[src/rtl/neopixel_fb_ctrl.sv]
// Neopixel frame buffer: arbitrated byte writes into a back buffer,
// tear-free publish to the front buffer on the sync window, sequenced clear.
module neopixel_fb_ctrl #(
  parameter int NUM_BYTES = 48,
  parameter int ADDR_W    = 6
) (
  input  logic                   clk,
  input  logic                   nrst,
  input  logic                   a_valid,
  input  logic [ADDR_W-1:0]      a_addr,
  input  logic [7:0]             a_data,
  output logic                   a_ready,
  input  logic                   b_valid,
  input  logic [ADDR_W-1:0]      b_addr,
  input  logic [7:0]             b_data,
  output logic                   b_ready,
  input  logic                   commit,
  input  logic                   clear,
  input  logic                   vblank,
  output logic [8*NUM_BYTES-1:0] framebuf,
  output logic                   swap_done,
  output logic [7:0]             frame_cnt,
  output logic                   addr_err,
  output logic                   busy
);

  typedef enum logic [1:0] {
    IDLE,
    CLEAR,
    PENDING
  } state_t;

  localparam logic [ADDR_W-1:0] LAST = ADDR_W'(NUM_BYTES - 1);

  state_t            state;
  logic [7:0]        back [NUM_BYTES];
  logic [ADDR_W-1:0] clr_idx;
  logic              commit_pend;
  logic              last_a;
  logic              vblank_q;

  logic              wr_en;
  logic              grant_a;
  logic              grant_b;
  logic              acc;
  logic              in_range;
  logic [ADDR_W-1:0] wr_addr;
  logic [7:0]        wr_data;

  // last_a low means B won last, so A takes the next tie
  always_comb begin
    wr_en    = (state == IDLE) && !clear;
    grant_a  = a_valid && (!b_valid || !last_a);
    grant_b  = b_valid && !grant_a;
    a_ready  = wr_en && grant_a;
    b_ready  = wr_en && grant_b;
    acc      = a_ready || b_ready;
    wr_addr  = grant_a ? a_addr : b_addr;
    wr_data  = grant_a ? a_data : b_data;
    in_range = int'(wr_addr) < NUM_BYTES;
  end

  assign busy = (state != IDLE);

  always_ff @(posedge clk) begin
    if (!nrst) begin
      state       <= IDLE;
      for (int k = 0; k < NUM_BYTES; k++)
        back[k] <= '0;
      framebuf    <= '0;
      frame_cnt   <= '0;
      swap_done   <= 1'b0;
      addr_err    <= 1'b0;
      commit_pend <= 1'b0;
      last_a      <= 1'b0;
      vblank_q    <= 1'b0;
      clr_idx     <= '0;
    end else begin
      swap_done <= 1'b0;
      addr_err  <= 1'b0;
      vblank_q  <= vblank;
      unique case (state)
        IDLE: begin
          if (acc) begin
            last_a <= grant_a;
            if (in_range)
              back[wr_addr] <= wr_data;
            else
              addr_err <= 1'b1;
          end
          if (clear) begin
            state       <= CLEAR;
            clr_idx     <= '0;
            commit_pend <= commit;
          end else if (commit) begin
            state <= PENDING;
          end
        end
        CLEAR: begin
          back[clr_idx] <= '0;
          clr_idx       <= clr_idx + ADDR_W'(1);
          if (clr_idx == LAST) begin
            state       <= (commit_pend || commit) ? PENDING : IDLE;
            commit_pend <= 1'b0;
          end else if (commit) begin
            commit_pend <= 1'b1;
          end
        end
        PENDING: begin
          if (vblank && !vblank_q) begin
            for (int k = 0; k < NUM_BYTES; k++)
              framebuf[8*k +: 8] <= back[k];
            frame_cnt <= frame_cnt + 8'd1;
            swap_done <= 1'b1;
            state     <= IDLE;
          end
        end
        default: state <= IDLE;
      endcase
    end
  end

endmodule

[config.mk]
export PLATFORM = sky130hd
export DESIGN_NAME = neopixel_fb_ctrl
export DESIGN_NICKNAME = d
export VERILOG_FILES = /design/src/rtl/neopixel_fb_ctrl.sv
export SDC_FILE = /design/constraint.sdc
export NUM_CORES = 1
export LEC_CHECK = 0
export CORE_ASPECT_RATIO = 1.1
export CORE_MARGIN = 3
export CORE_UTILIZATION = 51
export CTS_BUF_LIST = sky130_fd_sc_hd__clkbuf_4 sky130_fd_sc_hd__clkbuf_8
export DETAILED_ROUTE_END_ITERATION = 8
export PLACE_DENSITY = 0.79
export SKIP_CTS_REPAIR_TIMING = 1
export SLEW_MARGIN = 40
export SYNTH_ARGS = -nofsm -noshare
export SYNTH_HDL_FRONTEND = slang
export SYNTH_SLANG_ARGS = --single-unit
[constraint.sdc]
create_clock -name clk -period 2.7 [get_ports clk]
set_input_delay 0.54 -clock clk [delete_from_list [all_inputs] [get_ports clk]]
set_output_delay 0.54 -clock clk [all_outputs]
set_load 0.01 [all_outputs]
==> out/metrics.yaml <==
outcome: "completed"
crit_path_max_fanout: 13
required_ps: 2160
cellLeakagePower_uw: 0.0129
layout-area-overhead-vs-synth_pct: 32.1
worst_slew_margin_rel: 0.534
syn-mean-instance-area_um2: 10.1
postSynthRegisterBits: 789
synth_area_um2: 29500
core.rowCount: 91
cts.clk_slew.worst_paths_ps: 70
cts_buffers: 115
powerDensity_nw_per_um2: 675
floorplan.initialDensity: 0.521
filler_cell_count: 3972
postSynthNetCount: 2956
data_arrival_time_of_the_critical_path_ps: 2030
gr-total-overflow: 0
final_cell_count_no_fill: 4302
port_buffers: 431
clock-skew-final_ps: 52.6
sinks_on_the_clock_net: 789
synth-main-ff-cell: "dfxtp_1"
r2r_end: "back[4][4]"
design_area_um2: 39000
dp_cells: 4075
critical_path_depth: 3
synth.top_cells.by_area: "edfxtp_1, dfxtp_1, nand2_1"
setup_slack_ps: 132
grt_start_max_net_pins: 145
critPathLaunchType: "register"
clockRootBuffer: "clkbuf_8"
crit_path_top_delay_cell: "clkdlybuf4s50_1"
antenna_violations_before_repair: 9
setup_violations: 0
regToRegSetupSlack_ps: 320
wl_per_cell_um: 23.5
timing_max_transition_violations_final: 0
synthCells: 2919
unrepaired_setup_endpoints_after_global_routing: "no"
regArea_um2: 19600
clock_tree.buffer_depth: 3
maxcap_viol_count: 0
dr_drc_count: 0
multi_input_area_um2: 8810
drive_above_1_share: 0.142
post_drt_via_cell_ratio: 5.82
critical_path.cell_chain: "nor2_4 > inv_2 > clkdlybuf4s50_1"
post_synth_num_cell_types: 51
die-area_um2: 60800
grt_usage: 0.320
max_clock_freq_mhz: 389
max_stage_delay_ps: 560
hold_class: "register to register"
vias: 25000
dpl.hpwl_um: 70800
top_level_ports: 432
setup.worst_path.start: "state[0]"
synth.most_common_cell: "nand2_1"
dp_worst_setup_slack_ps: -343
weighted_congestion_at_the_end_of_routability_driven_global_placement: 0.937
cts_tree: "yes"
die_height_um: 258
timing_hold_violations_final: 0
reg2reg_depth: 7
endpoint_kind: "output port"
worst_setup_path_endpoint: "busy"
netlist.area_leader.share: 0.391
vdd_ir_drop_max_v: 0.000391
clock_insertion_delay_worst_skew_ps: 770
route.antenna.remaining_nets: 0
die-width_um: 235
yosys_warnings: 0
worstReg2RegStart: "last_a"
postSynth.asyncResetShare: 0
num-nets-final: 3485
hold_start: "framebuf[198]"
synth-edff-count: 384
cp_num_buf_inv: 2
clock_tree.htree_level_count: 3
postRouteWirelength_um: 101000
crit_type: "register to output port"
grt_first_pass_wirelength_um: 148000
finalWorstPathRequiredPeriod_ps: 2570
layout_worst_path_cycle_share: 0.951
worst-slew-pin-transition_ps: 699
netlist_top_cells_count: "nand2_1, nor3_1, dfxtp_1"
dpl_cell_area_um2: 36400
synth-seq-area-share: 0.665
core-area_um2: 56700
synth.largest_area_cell: "edfxtp_1"
drt-pass1-iter-count: 6
critical_path.top_delay_family: "buffers and inverters"
drt-initial-drc-count: 3322
vias_in_the_first_global_route: 23900
-- per-layer routing --
metal  part of all wire  GRT usage  vias up
met3               0.11     0.0760      282
li1                   -          -    11200
met4              0.055      0.179        2
met5            0.00013          0        -
met1               0.36      0.402    11900
met2               0.47      0.514     1637
-- area by class of cell --
class / instances / area share
inverters: 8 / 0.000963
flip-flops and latches: 789 / 0.504
multi-input cells: 1846 / 0.226
repair buffers: 688 / 0.180
diodes: 8 / 0.000513
well taps: 744 / 0.0239
clock buffers: 188 / 0.0575
clock inverters: 31 / 0.00712
-- cells by family after synthesis --
group | after synthesis | synth area share
buf+inv | 284 | 0.0412
fa+ha+maj | 2 | 0.000848
mux | 11 | 0.00381
compound gates | 490 | 0.0918
xor+xnor | 6 | 0.00178
flops | 789 | 0.665
simple gates | 1337 | 0.195
-- how the worst min path moves through the flow --
| stage | endpoint | slack [ps] | depth (start not counted) |
|---|---|---|---|
| 2_1_floorplan | framebuf[0] | 470 | 2 |
| 6_report | framebuf[198] | 450 | 2 |
| 3_5_place_dp | framebuf[323] | 450 | 2 |
| 3_3_place_gp | framebuf[229] | 440 | 2 |
| 4_1_cts | framebuf[327] | 450 | 2 |
| 5_1_grt | framebuf[224] | 470 | 2 |
-- placed cells by master (no fill, tap or decap), drive strengths merged, types with 8 or more instances in the layout --
cell           Yosys  routed
a211oi            19      19
a21o              33      33
a21oi            397     397
buf              135     257
clkbuf           141     188
clkdlybuf4s50      0     429
clkinv             0      21
dfxtp            405     405
diode              0       8
edfxtp           384     384
inv                8      12
mux2i              9       9
nand2            782     782
nand2b            12      12
nand3             71      71
nor2              22      22
nor3             424     424
o21ai             21      21
-- worst min-delay path, delay by kind of cell (launching register included) --
family	cells	cell delay, ps
flip-flops	1	310
AO/OA/AOI/OAI	1	50
AND/OR/NAND/NOR	1	50
-- metrics by stage --
stage | hold WS [ps] | setup TNS (ps) | total power (µW) | util
after floorplan | 471 | 0 | 14700 | -
after global placement | 445 | -129780 | 16100 | 0.642
after detailed placement | 446 | -147980 | 16200 | 0.642
after CTS | 455 | -741 | 26300 | 0.687
after global routing | 465 | 0 | 27000 | 0.688
final | 450 | 0 | 26300 | 0.688
-- report_power, final --
part	total, µW	internal, µW	leakage (µW)	switching, µW
logic	2710	1000	0.00461	1710
clock network	10300	5650	0.00135	4620
registers	13300	13100	0.00694	264
-- flip-flops by register name, summed over array words and instances (netlist names) --
| signal | count |
|---|---|
| back | 384 |
| clr_idx | 6 |
| last_a | 1 |
| swap_done | 1 |
| framebuf | 384 |
| frame_cnt | 8 |
| commit_pend | 1 |
| vblank_q | 1 |
| state | 2 |
| addr_err | 1 |
No activity file was read; power rests on OpenSTA's default activity.
==> patch (same settings) <==
Set the parameter `ADDR_W` to 7 (it was 6).
--- a/src/rtl/neopixel_fb_ctrl.sv
+++ b/src/rtl/neopixel_fb_ctrl.sv
@@ -3,5 +3,5 @@
 module neopixel_fb_ctrl #(
   parameter int NUM_BYTES = 48,
-  parameter int ADDR_W    = 6
+  parameter int ADDR_W    = 7
 ) (
   input  logic                   clk,
Ports: changed (resized a_addr and b_addr); port bits go from 432 to 434. No check against the original RTL was run, so the function may have changed too.
==> patch against the unedited design <==
- power increased by 1.7%
- final area grew 0.94%
- register-to-register slack worse by 170 ps
- critical path depth increased by 1
- die area rose by 0.75%
- fmax shrank 3.5%
- routed wire length is 8.8% lower
- core utilization shrank 0.38 points
- sequential share of layout area down 0.40 points
- sequential cell count up 1
- setup slack lost 93 ps
- area after synthesis is 0.78% higher
- largest cell class unchanged
==> patch: results (changes against the unedited design) <==
Weighted congestion reported at the end of routability-driven placement: 0.906 (-3.3%). The detailed-router iteration count before antenna repair is 8 (+2). The number of nets produced by synthesis is 2887 (-2.3%). The tools report the met2 demand-to-capacity share in global routing as 48.9% (-2.5 points). The arrival time of data at the critical path endpoint is 2120 ps (+90 ps). The global-route usage over all layers was 29.4% (-2.7 points); the met3 global-route usage was 7.33% (-0.27 points). Insertion delay of the later-clocked pin in the worst-skew pair: 750 ps (-20 ps). The worst-case vdd ir drop is 0.425 mV (+8.5%), and the proportion of layout cells with a drive suffix above 1 is 14.1% (-0.16 points). The worst slack at placement was -612 ps (-269 ps). The fraction of power consumed by sequential logic came out at 49.9% (-0.8 points). Biggest cell delay along the critical path: 580 ps (+20 ps). The clock period minus final worst setup slack works out to 2660 ps (+92.6 ps). The tools report the initial antenna violation count as 1 (-8). For the total CTS buffers, the log shows 116 (+0.87%). Count of nets after finishing: 3471 (-0.40%).

The run gives 57 (+12%) as the number of distinct standard cells referenced by the synthesized netlist. Number of buffer cells added on primary ports: 433 (+0.46%). The number of global-route vias before repair is 23.1k (-3.6%), and the routed via count divided by cell count is 5.40 (-7.1%). The estimated wirelength of the detail-placed design was 66800 µm (-5.6%); the standby leakage power was 13.5 nW (+4.4%). The logs give 137000 µm (-7.2%) for the wire length of the first global-routing pass and 48.2 ps (-4.36 ps) for the clock skew after layout. Routed signal wires occupy layers up through met4. The logs give 33900 µm (-7.3%) for the routed length on met1 and 243 (+68%) for the pin count of the biggest net entering global routing. The run finished with clean final reports.
-- patch: cell types whose count changed in the layout (fill, tap and decap cells not counted), moves of 9 or more --
cell / change
nand2_1: +56
buf_4: -29
clkbuf_4: -13
a211oi_1: -14
nor3_1: -409
nand2b_1: -9
a21boi_0: +388
a21oi_1: -362
nor3_2: +12
a21o_1: -32
nand3_1: -61
nor2_1: +387
nand2_2: +19
and2_1: +9
-- patch: logic make-up after synthesis --
kind of cell / Yosys count / synth area share (%)
simple gates: 1348 / 18.1
flops: 790 / 66.1
compound gates: 481 / 11.8
buf+inv: 204 / 3.13
mux: 16 / 0.601
xor+xnor: 7 / 0.206
fa+ha+maj: 2 / 0.0841
-- patch: final cells by class --
type	instances	area (µm²)
Antenna cell	1	2.50
Clock buffer	178	2190
Clock inverter	42	409
Fill cell	4086	18200
Inverter	7	26.3
Multi-Input combinational cell	1854	9220
Sequential cell	790	19700
Tap cell	752	941
Timing Repair Buffer	663	6900
-- patch: path summary, 6_finish.rpt --
kind,endpoint,slack [ps],cells past startpoint
setup / recovery,busy,40,4
hold / removal,framebuf[42]$_SDFFE_PN0P_,320,3
setup reg to reg,back[30][5]$_SDFFCE_PN0P_,150,7
hold reg to reg,framebuf[67]$_SDFFE_PN0P_,460,2
-- patch: metrics by stage --
step           cells  util, %  power (W)
4_1_cts         4285     68.3     0.0268
3_5_place_dp    4065     63.8     0.0164
2_1_floorplan   2848        -     0.0148
3_3_place_gp    4065     63.8     0.0164
5_1_grt         4287     68.4     0.0276
6_report        4287     68.4     0.0268
-- patch: worst register-to-register path, delay by kind of cell (launching register included) --
family | cells | cell delay (ps)
compound gates | 4 | 1140
flops | 1 | 410
buf+inv | 2 | 340
simple gates | 1 | 310
